**config.mk**
```make
export PLATFORM = sky130hd
export DESIGN_NAME = accum_feeder
export DESIGN_NICKNAME = d
export VERILOG_FILES = /design/src/rtl/accum_pkg.sv /design/src/rtl/accum_op_fifo.sv /design/src/rtl/accum_feeder.sv
export SDC_FILE = /design/constraint.sdc
export NUM_CORES = 1
export LEC_CHECK = 0
export CAP_MARGIN = 10
export CORE_MARGIN = 2
export CORE_UTILIZATION = 43
export CTS_CLUSTER_SIZE = 28
export DETAILED_ROUTE_END_ITERATION = 7
export GPL_ROUTABILITY_DRIVEN = 0
export SYNTH_ARGS = -nofsm -noshare
export SYNTH_HDL_FRONTEND = slang
export SYNTH_SLANG_ARGS = --single-unit
```
**constraint.sdc**
```tcl
create_clock -name CLK -period 3.8 [get_ports CLK]
set_input_delay 0.57 -clock CLK [delete_from_list [all_inputs] [get_ports CLK]]
set_output_delay 0.57 -clock CLK [all_outputs]
set_load 0.1 [all_outputs]
```
**src/rtl/accum_pkg.sv**
```systemverilog
// Shared types and constants for the accumulator operand feeder.
package accum_pkg;

  // Default operand width, matching the accumulator A/W width.
  localparam int DW = 8;

  // One queued operation: batch terminator, load/add select, operand.
  typedef struct packed {
    logic          last;
    logic          s;
    logic [DW-1:0] a;
  } entry_t;

  // Feeder sequencing states.
  typedef enum logic [1:0] {
    IDLE   = 2'd0,
    STREAM = 2'd1,
    DONE   = 2'd2
  } state_t;

  // Bubble issued when there is nothing to send: add zero.
  localparam logic [DW-1:0] NOP_A = '0;
  localparam logic          NOP_S = 1'b0;

endpackage

```
**src/rtl/accum_op_fifo.sv**
```systemverilog
// Small synchronous FIFO holding {last, s, a} operation entries.
// The head entry is read combinationally so it can be registered onto the
// accumulator inputs on the same edge that pops it.
module accum_op_fifo #(
  parameter int WIDTH = 10,
  parameter int DEPTH = 4,
  parameter int AW    = 2
) (
  input  logic             i_clk,
  input  logic             i_rst_n,
  input  logic             i_push,
  input  logic             i_pop,
  input  logic [WIDTH-1:0] i_data,
  output logic             o_full,
  output logic             o_empty,
  output logic [AW:0]      o_count,
  output logic [WIDTH-1:0] o_head
);

  logic [WIDTH-1:0] r_mem [DEPTH];
  logic [AW:0]      r_wptr;
  logic [AW:0]      r_rptr;
  logic [AW:0]      w_count;
  logic             w_do_push;
  logic             w_do_pop;

  // Extra pointer MSB distinguishes full from empty when the low bits match.
  assign w_count   = r_wptr - r_rptr;
  assign o_count   = w_count;
  assign o_full    = (w_count == (AW+1)'(DEPTH));
  assign o_empty   = (r_wptr == r_rptr);
  assign o_head    = r_mem[r_rptr[AW-1:0]];
  assign w_do_push = i_push & ~o_full;
  assign w_do_pop  = i_pop & ~o_empty;

  // Storage write; contents are don't-care after reset, so no reset here.
  always_ff @(posedge i_clk) begin
    if (w_do_push) begin
      r_mem[r_wptr[AW-1:0]] <= i_data;
    end
  end

  // Read/write pointers, wrapping naturally modulo 2*DEPTH.
  always_ff @(posedge i_clk or negedge i_rst_n) begin
    if (!i_rst_n) begin
      r_wptr <= '0;
      r_rptr <= '0;
    end else begin
      if (w_do_push) r_wptr <= r_wptr + 1'b1;
      if (w_do_pop)  r_rptr <= r_rptr + 1'b1;
    end
  end

endmodule

```
**src/rtl/accum_feeder.sv**
```systemverilog
// Operand sequencer in front of the accumulator: queues operations, issues
// one per cycle while RUN is high, fills idle cycles with add-zero bubbles
// and flags the cycle in which a finished batch result sits on W.
module accum_feeder
  import accum_pkg::*;
#(
  parameter int DW    = accum_pkg::DW,
  parameter int DEPTH = 4,
  parameter int AW    = 2
) (
  input  logic          CLK,
  input  logic          RST_N,
  input  logic          IN_VALID,
  output logic          IN_READY,
  input  logic [DW-1:0] IN_A,
  input  logic          IN_S,
  input  logic          IN_LAST,
  input  logic          RUN,
  output logic [DW-1:0] A,
  output logic          S,
  output logic          BUSY,
  output logic          BATCH_DONE,
  output logic [AW:0]   COUNT,
  output logic [7:0]    OP_CNT
);

  state_t        r_state;
  state_t        w_state_next;
  logic [DW-1:0] r_a;
  logic          r_s;
  logic          r_busy;
  logic          r_batch_done;
  logic [7:0]    r_op_cnt;

  logic          w_full;
  logic          w_empty;
  logic [DW+1:0] w_head;
  logic          w_push;
  logic          w_pop;
  logic          w_head_last;
  logic          w_head_s;
  logic [DW-1:0] w_head_a;

  // IN_READY deliberately ignores a same-cycle pop: no fall-through when full.
  assign IN_READY    = ~w_full;
  assign w_push      = IN_VALID & ~w_full;
  assign w_pop       = RUN & ~w_empty & (r_state != DONE);
  assign w_head_last = w_head[DW+1];
  assign w_head_s    = w_head[DW];
  assign w_head_a    = w_head[DW-1:0];

  accum_op_fifo #(
    .WIDTH(DW + 2),
    .DEPTH(DEPTH),
    .AW   (AW)
  ) u_fifo (
    .i_clk  (CLK),
    .i_rst_n(RST_N),
    .i_push (w_push),
    .i_pop  (w_pop),
    .i_data ({IN_LAST, IN_S, IN_A}),
    .o_full (w_full),
    .o_empty(w_empty),
    .o_count(COUNT),
    .o_head (w_head)
  );

  // State register.
  always_ff @(posedge CLK or negedge RST_N) begin
    if (!RST_N) r_state <= IDLE;
    else        r_state <= w_state_next;
  end

  // Next state: a popped LAST closes the batch; DONE always lasts one cycle.
  always_comb begin
    w_state_next = r_state;
    case (r_state)
      IDLE, STREAM: begin
        if (w_pop) w_state_next = w_head_last ? DONE : STREAM;
      end
      DONE:    w_state_next = IDLE;
      default: w_state_next = IDLE;
    endcase
  end

  // Registered accumulator inputs: head entry on pop, add-zero bubble otherwise.
  always_ff @(posedge CLK or negedge RST_N) begin
    if (!RST_N) begin
      r_a <= NOP_A;
      r_s <= NOP_S;
    end else if (w_pop) begin
      r_a <= w_head_a;
      r_s <= w_head_s;
    end else begin
      r_a <= NOP_A;
      r_s <= NOP_S;
    end
  end

  // Batch status: BUSY spans first pop through the DONE bubble; BATCH_DONE
  // marks the cycle after DONE, when W carries the final batch result.
  always_ff @(posedge CLK or negedge RST_N) begin
    if (!RST_N) begin
      r_busy       <= 1'b0;
      r_batch_done <= 1'b0;
    end else begin
      r_batch_done <= (r_state == DONE);
      if (r_state == DONE)                  r_busy <= 1'b0;
      else if (w_pop && r_state == IDLE)    r_busy <= 1'b1;
    end
  end

  // Per-batch issue counter; restarts at 1 on a batch's first pop and
  // holds its last value while idle.
  always_ff @(posedge CLK or negedge RST_N) begin
    if (!RST_N) begin
      r_op_cnt <= '0;
    end else if (w_pop) begin
      if (r_state == IDLE) r_op_cnt <= 8'd1;
      else                 r_op_cnt <= r_op_cnt + 8'd1;
    end
  end

  assign A          = r_a;
  assign S          = r_s;
  assign BUSY       = r_busy;
  assign BATCH_DONE = r_batch_done;
  assign OP_CNT     = r_op_cnt;

endmodule

```
Word level (Yosys, flattened, before mapping)

Memories as Yosys holds them, arrays and structs flattened.
Cells that the tools add are included.

Flip-flop bits (word level): 27
Memory bits (writable): 40
Memories kept: 1

Memory list:

| name         | words | bits a word | read ports | clocked after Yosys merged registers in | wr ports | RTL line            | text |
|---|---|---|---|---|---|---|---|
| u_fifo.r_mem | 4     | 10          | 1          | 0                                       | 1        | accum_op_fifo.sv:20 | `logic [WIDTH-1:0] r_mem [DEPTH];` |

Add/sub/neg operators: 4
Equality and inequality tests: 6
Mux-type cells: 10
Bitwise gates (word level): 7
Reductions and logical operators: 4

Operator list:

| cell                                                                  | count |
|---|---|
| 8-bit two-way mux                                                     | 2 |
| 8-bit by 1-bit adder with 8-bit output, second input constant         | 1 |
| 3-bit by 1-bit adder with 3-bit output, second input constant         | 2 |
| 2-bit two-way mux                                                     | 3 |
| 1-bit AND                                                             | 5 |
| 1-bit two-way mux                                                     | 5 |
| 3-bit equality test                                                   | 1 |
| 3-bit equality test, second input constant                            | 1 |
| 3-bit subtractor                                                      | 1 |
| 2-bit by 1-bit equality test with 1-bit output, second input constant | 1 |
| 2-bit equality test, second input constant                            | 1 |
| 2-bit logical NOT                                                     | 1 |
| 2-bit by 1-bit != test with 1-bit output, second input constant       | 1 |
| 2-bit != test, second input constant                                  | 1 |
| 1-bit NOT                                                             | 2 |
| 2-bit nonzero test                                                    | 1 |
| 2-bit OR reduction                                                    | 1 |
| 1-bit logical AND                                                     | 1 |

Depth between registers and ports, before layout

Depth after elaboration: 7
Depth in mapped cells: 8
Depth with buffers taken out: 7

Cells and area by module

From an unflattened synthesis, not the netlist that was laid out.

Cells, all modules: 173
Area, all modules: 2842.7 µm²

Modules (own cells, without submodules):

| module        | times used | cells an instance | area an instance (µm²) |
|---|---|---|---|
| accum_op_fifo | 1          | 96                | 1910.6 |
| accum_feeder  | 1          | 77                | 932.1 |

Least setup slack after synthesis

No wires, ideal clock.

Kind: flip-flop to flip-flop
Start point: register u_fifo.r_wptr[0]
End point: memory u_fifo.r_mem[0][0], enable pin
Library setup time: 0.343 ns
Arrival: 2.320 ns
Setup slack: 1.137 ns
Cell stages (with the launch flop): 7
Cell sequence: dfrtp_1 -> inv_1 -> ha_1 -> fa_1 -> xor3_4 -> nand3_4 -> and3_1

Word-level cells in the longest chain between the ends: 7

RTL lines:

| what                                        | RTL line            | text |
|---|---|---|
| from (decl)                                 | accum_op_fifo.sv:21 | `logic [AW:0] r_wptr;` |
| from (signal assigned)                      | accum_op_fifo.sv:49 | `if (w_do_push) r_wptr <= r_wptr + 1'b1;` |
| 3-bit subtractor (*)                        | accum_op_fifo.sv:28 | `assign w_count = r_wptr - r_rptr;` |
| named net COUNT[2]                          | accum_feeder.sv:23  | `output logic [AW:0] COUNT,` |
| 3-bit equality test (*)                     | accum_op_fifo.sv:30 | `assign o_full = (w_count == (AW+1)'(DEPTH));` |
| 1-bit NOT (*)                               | n/a                 |  |
| named net IN_READY                          | accum_feeder.sv:14  | `output logic IN_READY,` |
| 1-bit AND                                   | accum_feeder.sv:46  | `assign w_push = IN_VALID & ~w_full;` |
| 1-bit AND (*)                               | accum_op_fifo.sv:33 | `assign w_do_push = i_push & ~o_full;` |
| 1-bit two-way mux (*)                       | accum_op_fifo.sv:38 | `if (w_do_push) begin` |
| 1-bit two-way mux (not written as such) (*) | accum_op_fifo.sv:39 | `r_mem[r_wptr[AW-1:0]] <= i_data;` |
| to (decl)                                   | accum_op_fifo.sv:20 |  |

The timed path passes the listed nets; every way through them passes the cells marked *.

Worst setup path after layout

Start point: register u_fifo.r_rptr[0]
End point: output port IN_READY

Word-level cells in the longest chain between the ends: 3

RTL lines:

| what                   | RTL line            | text |
|---|---|---|
| from (decl)            | accum_op_fifo.sv:22 | `logic [AW:0] r_rptr;` |
| from (signal assigned) | accum_op_fifo.sv:50 | `if (w_do_pop) r_rptr <= r_rptr + 1'b1;` |
| 3-bit subtractor       | accum_op_fifo.sv:28 |  |
| 3-bit equality test    | accum_op_fifo.sv:30 |  |
| 1-bit NOT              | accum_feeder.sv:45  | `assign IN_READY = ~w_full;` |
| to (decl)              | accum_feeder.sv:14  |  |

Every way passes these cells.

==> impl_metrics.yaml <==
cts:
  path_clk_slew_ns: 0.07
  ctsResizeCount: 0
  clock_path_buffers: 2
  ctsHoldBuffers: 0
  cts_root_buf: "clkbuf_8"
  clk_latency_ns: 0.33
  htreeDepth: 3
  cts_setup_buffers: 0
  cts_tree: "built"
  cts-buffers-inserted: 9
  cts_num_sinks: 67
timing:
  final.setup_skew_ns: 0.0130
  finalSetupTns_ns: 0
  slew_violations: 0
  min_period_ns: 3.05
  tightestPinTransition_ns: 0.972
  finalSetupViolations: 0
  finalCritPeriodShare: 0.802
  max_freq_mhz: 328
  hold_violations: 0
  rsz0062_at_grt: "false"
  max_slew_margin: 0.350
  setup_ws_ns: 0.753
logic_synthesis:
  synthesis.yosys.warnings: 0
  synth_cell_types: 40
  netlist_area_mm2: 0.00275
  ys.flop_type: "edfxtp_1"
  netlist_instances: 166
  synth_area_leader_cell: "edfxtp_1"
  seq_area_frac_synth: 0.683
  ys_ff_latch: 67
  avgSynthCellArea_um2: 16.5
  synth-edff-count: 40
  async_reset_ff_frac: 0.403
  synth.most_common_cell: "edfxtp_1"
  netlist.area_leader.share: 0.437
  synth_area_leaders: "edfxtp_1, dfrtp_1, mux4_2"
  synth_commonest_cells: "edfxtp_1, dfrtp_1, mux4_2, nand2_1, nor2b_1"
  syn_nets: 189
setup_path:
  path_buf_inv: 1
  cp.arrival_ns: 2.48
  timing.rr.start: "u_fifo.r_rptr[0]"
  required_ns: 3.23
  crit_start: "u_fifo.r_rptr[0]"
  crit_slowest_cell: "dfrtp_1"
  critical_path.top_delay_family: "adder cells"
  critPathKind: "reg -> out"
  slowest_delay_ns: 0.65
  worstSetupStartpointType: "flop"
  path_cells: "ha_1 > fa_1 > xor3_4 > nand3_4 > buf_4"
  cp-end-kind: "primary output"
  crit_fanout: 13
grt:
  grt_pass1_vias: 1572
  grt_overflow: 0
  antenna_found_initial: 0
  grt_max_degree: 28
  grt_usage: 0.145
  grt_pass1_wl_um: 7710
route:
  drtPass1Iterations: 4
  ant_nets: 0
  via_per_inst: 5.18
  routed_wl_um: 4690
  drc_errors: 0
  drtIter0Drc: 42
  vias: 1512
  wl_per_cell_um: 16.1
floorplan:
  dieArea_mm2: 0.00704
  die_w_um: 83.9
  start_util: 0.438
  design.core.area_mm2: 0.00628
  die_height_um: 83.9
  ios: 37
  placementRows: 29
layout:
  utilization: 0.538
  diodes: 0
  syn_to_final_growth_pct: 22.9
  finalInstanceArea_mm2: 0.00337
  drive_gt1_frac: 0.177
  nets: 233
min_path:
  holdCritStartpoint: "r_state[1]"
  min_path_type: "reg -> reg"
placement:
  port_buffers: 36
  dp_hpwl_um: 3200
  placed_cell_area_mm2: 0.00318
  place_ws_ns: 1.03
run:
  cap_violations: 0
outcome:
  status: "finished, final reports clean"
==> through the flow <==
step,instances,hold WS (ns)
detailed placement,276,0.449
CTS,292,0.458
global route,292,0.482
global placement,276,0.441
floorplan,166,0.274
finish,292,0.458
==> sequential cells by signal, summed over array words and instances, names as in the netlist <==
| register | flops |
|---|---|
| r_state | 2 |
| A | 8 |
| BATCH_DONE | 1 |
| OP_CNT | 8 |
| BUSY | 1 |
| u_fifo.r_rptr | 3 |
| u_fifo.r_mem | 40 |
| u_fifo.r_wptr | 3 |
| S | 1 |
==> routing by layer <==
metal	up-vias	GRT usage	wire length (um)
li1	711	-	-
met1	760	0.169	1940
met3	5	0.0336	181
met5	-	0	0
met2	36	0.249	2480
met4	0	0.0748	83
==> cells by family (layout without fill, tap and decap cells) <==
| group | count (synthesis) | count (layout) | share of synthesized area |
|---|---|---|---|
| buffers and inverters | 12 | 61 | 0.0182 |
| muxes | 12 | 12 | 0.0902 |
| DFF | 67 | 67 | 0.683 |
| AOI/OAI and AO/OA | 16 | 16 | 0.0424 |
| xor gates and xnor gates | 6 | 6 | 0.0287 |
| and+or+nand+nor | 44 | 44 | 0.0934 |
| adders and majority gates | 9 | 9 | 0.0437 |
==> final cells by class <==
class / count / area (um2)
Inverter: 8 / 30.0
Fill cell: 513 / 2900
Timing Repair Buffer: 37 / 358
Clock inverter: 5 / 52.6
Multi-Input combinational cell: 87 / 820
Tap cell: 77 / 96.3
Clock buffer: 11 / 141
Sequential cell: 67 / 1880
==> cell usage in the layout (no fill, tap or decap), drive strengths merged, types with 2 or more instances in the layout <==
| master | n |
|---|---|
| clkbuf | 11 |
| edfxtp | 40 |
| xor2 | 3 |
| clkinv | 4 |
| xnor2 | 2 |
| ha | 8 |
| dfrtp | 27 |
| nand3 | 6 |
| a21oi | 2 |
| buf | 5 |
| inv | 8 |
| o21a | 3 |
| nor2 | 4 |
| clkdlybuf4s50 | 32 |
| nand2b | 2 |
| or3 | 2 |
| o21ai | 5 |
| nand2 | 11 |
| mux4 | 10 |
| mux2 | 2 |
| and3 | 5 |
| o211ai | 2 |
| nor2b | 9 |
==> path summary, 6_finish.rpt <==
path                                       to  cells after the start  slack, ns
setup / recovery                     IN_READY                      5       0.75
hold / removal                     r_state[1]                      1       0.46
setup reg to reg           u_fifo.r_mem[0][6]                      5       1.07
hold reg to reg                    r_state[1]                      1       0.46
max in group asynchronous                A[5]                      2       2.92
min in group asynchronous           OP_CNT[7]                      2       0.62
Power is left out: the tool's default activity adds up to more than one toggle a clock period on the data nets, which glitch-free logic cannot reach.
==> edit, RTL diff (same settings) <==
Re-encode `state_t` (3 states) as one-hot, 3 bits wide.
--- a/src/rtl/accum_pkg.sv
+++ b/src/rtl/accum_pkg.sv
@@ -13,8 +13,8 @@
 
   // Feeder sequencing states.
-  typedef enum logic [1:0] {
-    IDLE   = 2'd0,
-    STREAM = 2'd1,
-    DONE   = 2'd2
+  typedef enum logic [2:0] {
+    IDLE   = 3'b001,
+    STREAM = 3'b010,
+    DONE   = 3'b100
   } state_t;
 
Check against the original RTL: no difference found for any inputs over 10 cycles, from zero or initial values and one cycle with RST_N low; not proved beyond that.
==> edit against the unedited design <==
- final cell count is 2.4% higher
- routed wire length is 3.4% higher
- global-route usage rose by 0.71 points
- non-clock buffer count stayed put
- worst hold slack better by 0.062 ns
- sequential cell count grew 1
- synthesized area rose by 2.1%
- cell area up 0.59%
- register-to-register slack improved by 0.02 ns
- worst setup slack better by 0.041 ns
- critical path type unchanged
- largest cell class unchanged
- highest routed layer unchanged
Power is not shown: default switching activity piles up to over one toggle a cycle in this logic, so the estimate is an artifact.
==> edit: results (changes against the unedited design) <==
{
  "yosys": {
    "post_synth_mux_area_share": {"value": 8.84, "unit": "%", "change": "-0.19 points"},
    "xor_and_xnor_fraction_of_the_mapped_netlist_area": {"value": 2.41, "unit": "%", "change": "-0.46 points"},
    "synth-async-reset-ratio": {"value": 41.2, "unit": "%", "change": "+0.88 points"},
    "yosysSeqAreaShare": {"value": 67.9, "unit": "%", "change": "-0.47 points"},
    "syn-num-nets": {"value": 196, "change": "+3.7%"},
    "synth.distinct_cells": {"value": 45, "change": "+13%"},
    "synth_top_cells_by_area": "sky130_fd_sc_hd__edfxtp_1 (43%), sky130_fd_sc_hd__dfrtp_1 (24%), sky130_fd_sc_hd__mux4_2 (8.0%)",
    "post_synth_fa_ha_maj_area_fraction": {"value": 4.28, "unit": "%", "change": "-0.090 points"},
    "netlist_top_cells_count": "sky130_fd_sc_hd__edfxtp_1 (40), sky130_fd_sc_hd__dfrtp_1 (27), sky130_fd_sc_hd__mux4_2 (10), sky130_fd_sc_hd__nand2_1 (10), sky130_fd_sc_hd__o21ai_0 (10)",
    "postSynthAreaPerCell": {"value": 16.2, "unit": "um2", "change": "-2.0%"},
    "synth_compound_gate_area_share": {"value": 4.95, "unit": "%", "change": "+0.72 points"}
  },
  "min_path": {
    "whs_path_depth": {"value": 2, "change": "+1"},
    "hold-path-endpoint": "BUSY",
    "hold_start": "BUSY"
  },
  "global_route": {
    "grt_max_degree": {"value": 29, "change": "+3.6%"},
    "global_route_wire_length_before_repair": {"value": 8.05, "unit": "mm", "change": "+4.3%"},
    "groute.layer.met1.usage": {"value": 17.7, "unit": "%", "change": "+0.78 points"},
    "met3_usage": {"value": 3.64, "unit": "%", "change": "+0.28 points"},
    "met2_usage": {"value": 26.4, "unit": "%", "change": "+1.5 points"},
    "grt_pass1_vias": {"value": 1640, "change": "+4.3%"}
  },
  "placed_design": {
    "placed_cells_incl_taps": {"value": 283, "change": "+2.5%"},
    "detailed_place_hpwl": {"value": 3.28, "unit": "mm", "change": "+2.6%"},
    "area_after_detailed_placement": {"value": 3240, "unit": "um2", "change": "+1.7%"}
  },
  "outcome": {
    "run_status": "finished clean"
  },
  "critical_path": {
    "regToRegEndpoint": "u_fifo.r_mem[3][1]",
    "cp_data_arrival_time": {"value": 2.44, "unit": "ns", "change": "-0.04 ns"}
  },
  "cts": {
    "cts_made_buffers": {"value": 9, "change": "unchanged"}
  },
  "finish": {
    "nNetsFinal": {"value": 240, "change": "+3.0%"},
    "final-instance-count-excl-fill": {"value": 299, "change": "+2.4%"},
    "share_of_layout_cells_above_drive_strength_1": {"value": 16.2, "unit": "%", "change": "-1.5 points"}
  },
  "timing": {
    "slew-limit-headroom": {"value": 34.0, "unit": "%", "change": "-1.1 points"},
    "finalSetupViolCount": {"value": 0, "change": "unchanged"},
    "skew": {"value": 0.00922, "unit": "ns", "change": "-0.00377 ns"}
  },
  "drt": {
    "routed_wire_length_per_instance": {"value": 16.2, "unit": "um", "change": "+0.97%"},
    "route.vias.total": {"value": 1531, "change": "+1.3%"}
  }
}
-- edit: cell families after synthesis --
logic type | after synthesis
xor+xnor | 6
simple gates | 45
buf+inv | 11
compound gates | 22
fa+ha+maj | 9
flops | 68
mux | 12
-- edit: layer usage --
layer	wire (um)	up-vias
met5	0	-
met4	71	0
met3	149	6
met2	2610	29
met1	2020	760
li1	-	736
-- edit: worst max-delay path, cell delays in order, from the launching register on --
cell and delay, ns:
sky130_fd_sc_hd__dfrtp_1 0.65, sky130_fd_sc_hd__ha_1 0.37, sky130_fd_sc_hd__fa_1 0.43, sky130_fd_sc_hd__xor3_1 0.22, sky130_fd_sc_hd__nand3_2 0.13, sky130_fd_sc_hd__buf_4 0.30
-- edit: worst max-delay path by stage --
stage,from,to,slack [ns],cells after the start
6_report,u_fifo.r_rptr[0],IN_READY,0.79,5
3_5_place_dp,u_fifo.r_rptr[0],u_fifo.r_mem[3][4],1.06,5
3_3_place_gp,u_fifo.r_rptr[0],u_fifo.r_mem[3][4],1.10,5
5_1_grt,u_fifo.r_rptr[0],IN_READY,0.60,5
4_1_cts,u_fifo.r_rptr[0],IN_READY,0.74,5
2_1_floorplan,u_fifo.r_wptr[0],u_fifo.r_wptr[2],0.22,7
-- edit: layout make-up --
cell class | instances | area, um2
clock buffer | 10 | 128
inverter | 7 | 31.3
sequential | 68 | 1900
multi-input combinational | 94 | 847
tap | 77 | 96.3
clock inverter | 6 | 31.3
fill | 542 | 2920
timing repair buffer | 37 | 358
-- edit: per-stage QoR --
step                      setup slack (ns)  util, %
after floorplan                      0.219        -
after global placement                1.10     51.2
after detailed placement              1.06     51.2
after CTS                            0.737     53.8
after global routing                 0.599     53.8
final                                0.793     53.8
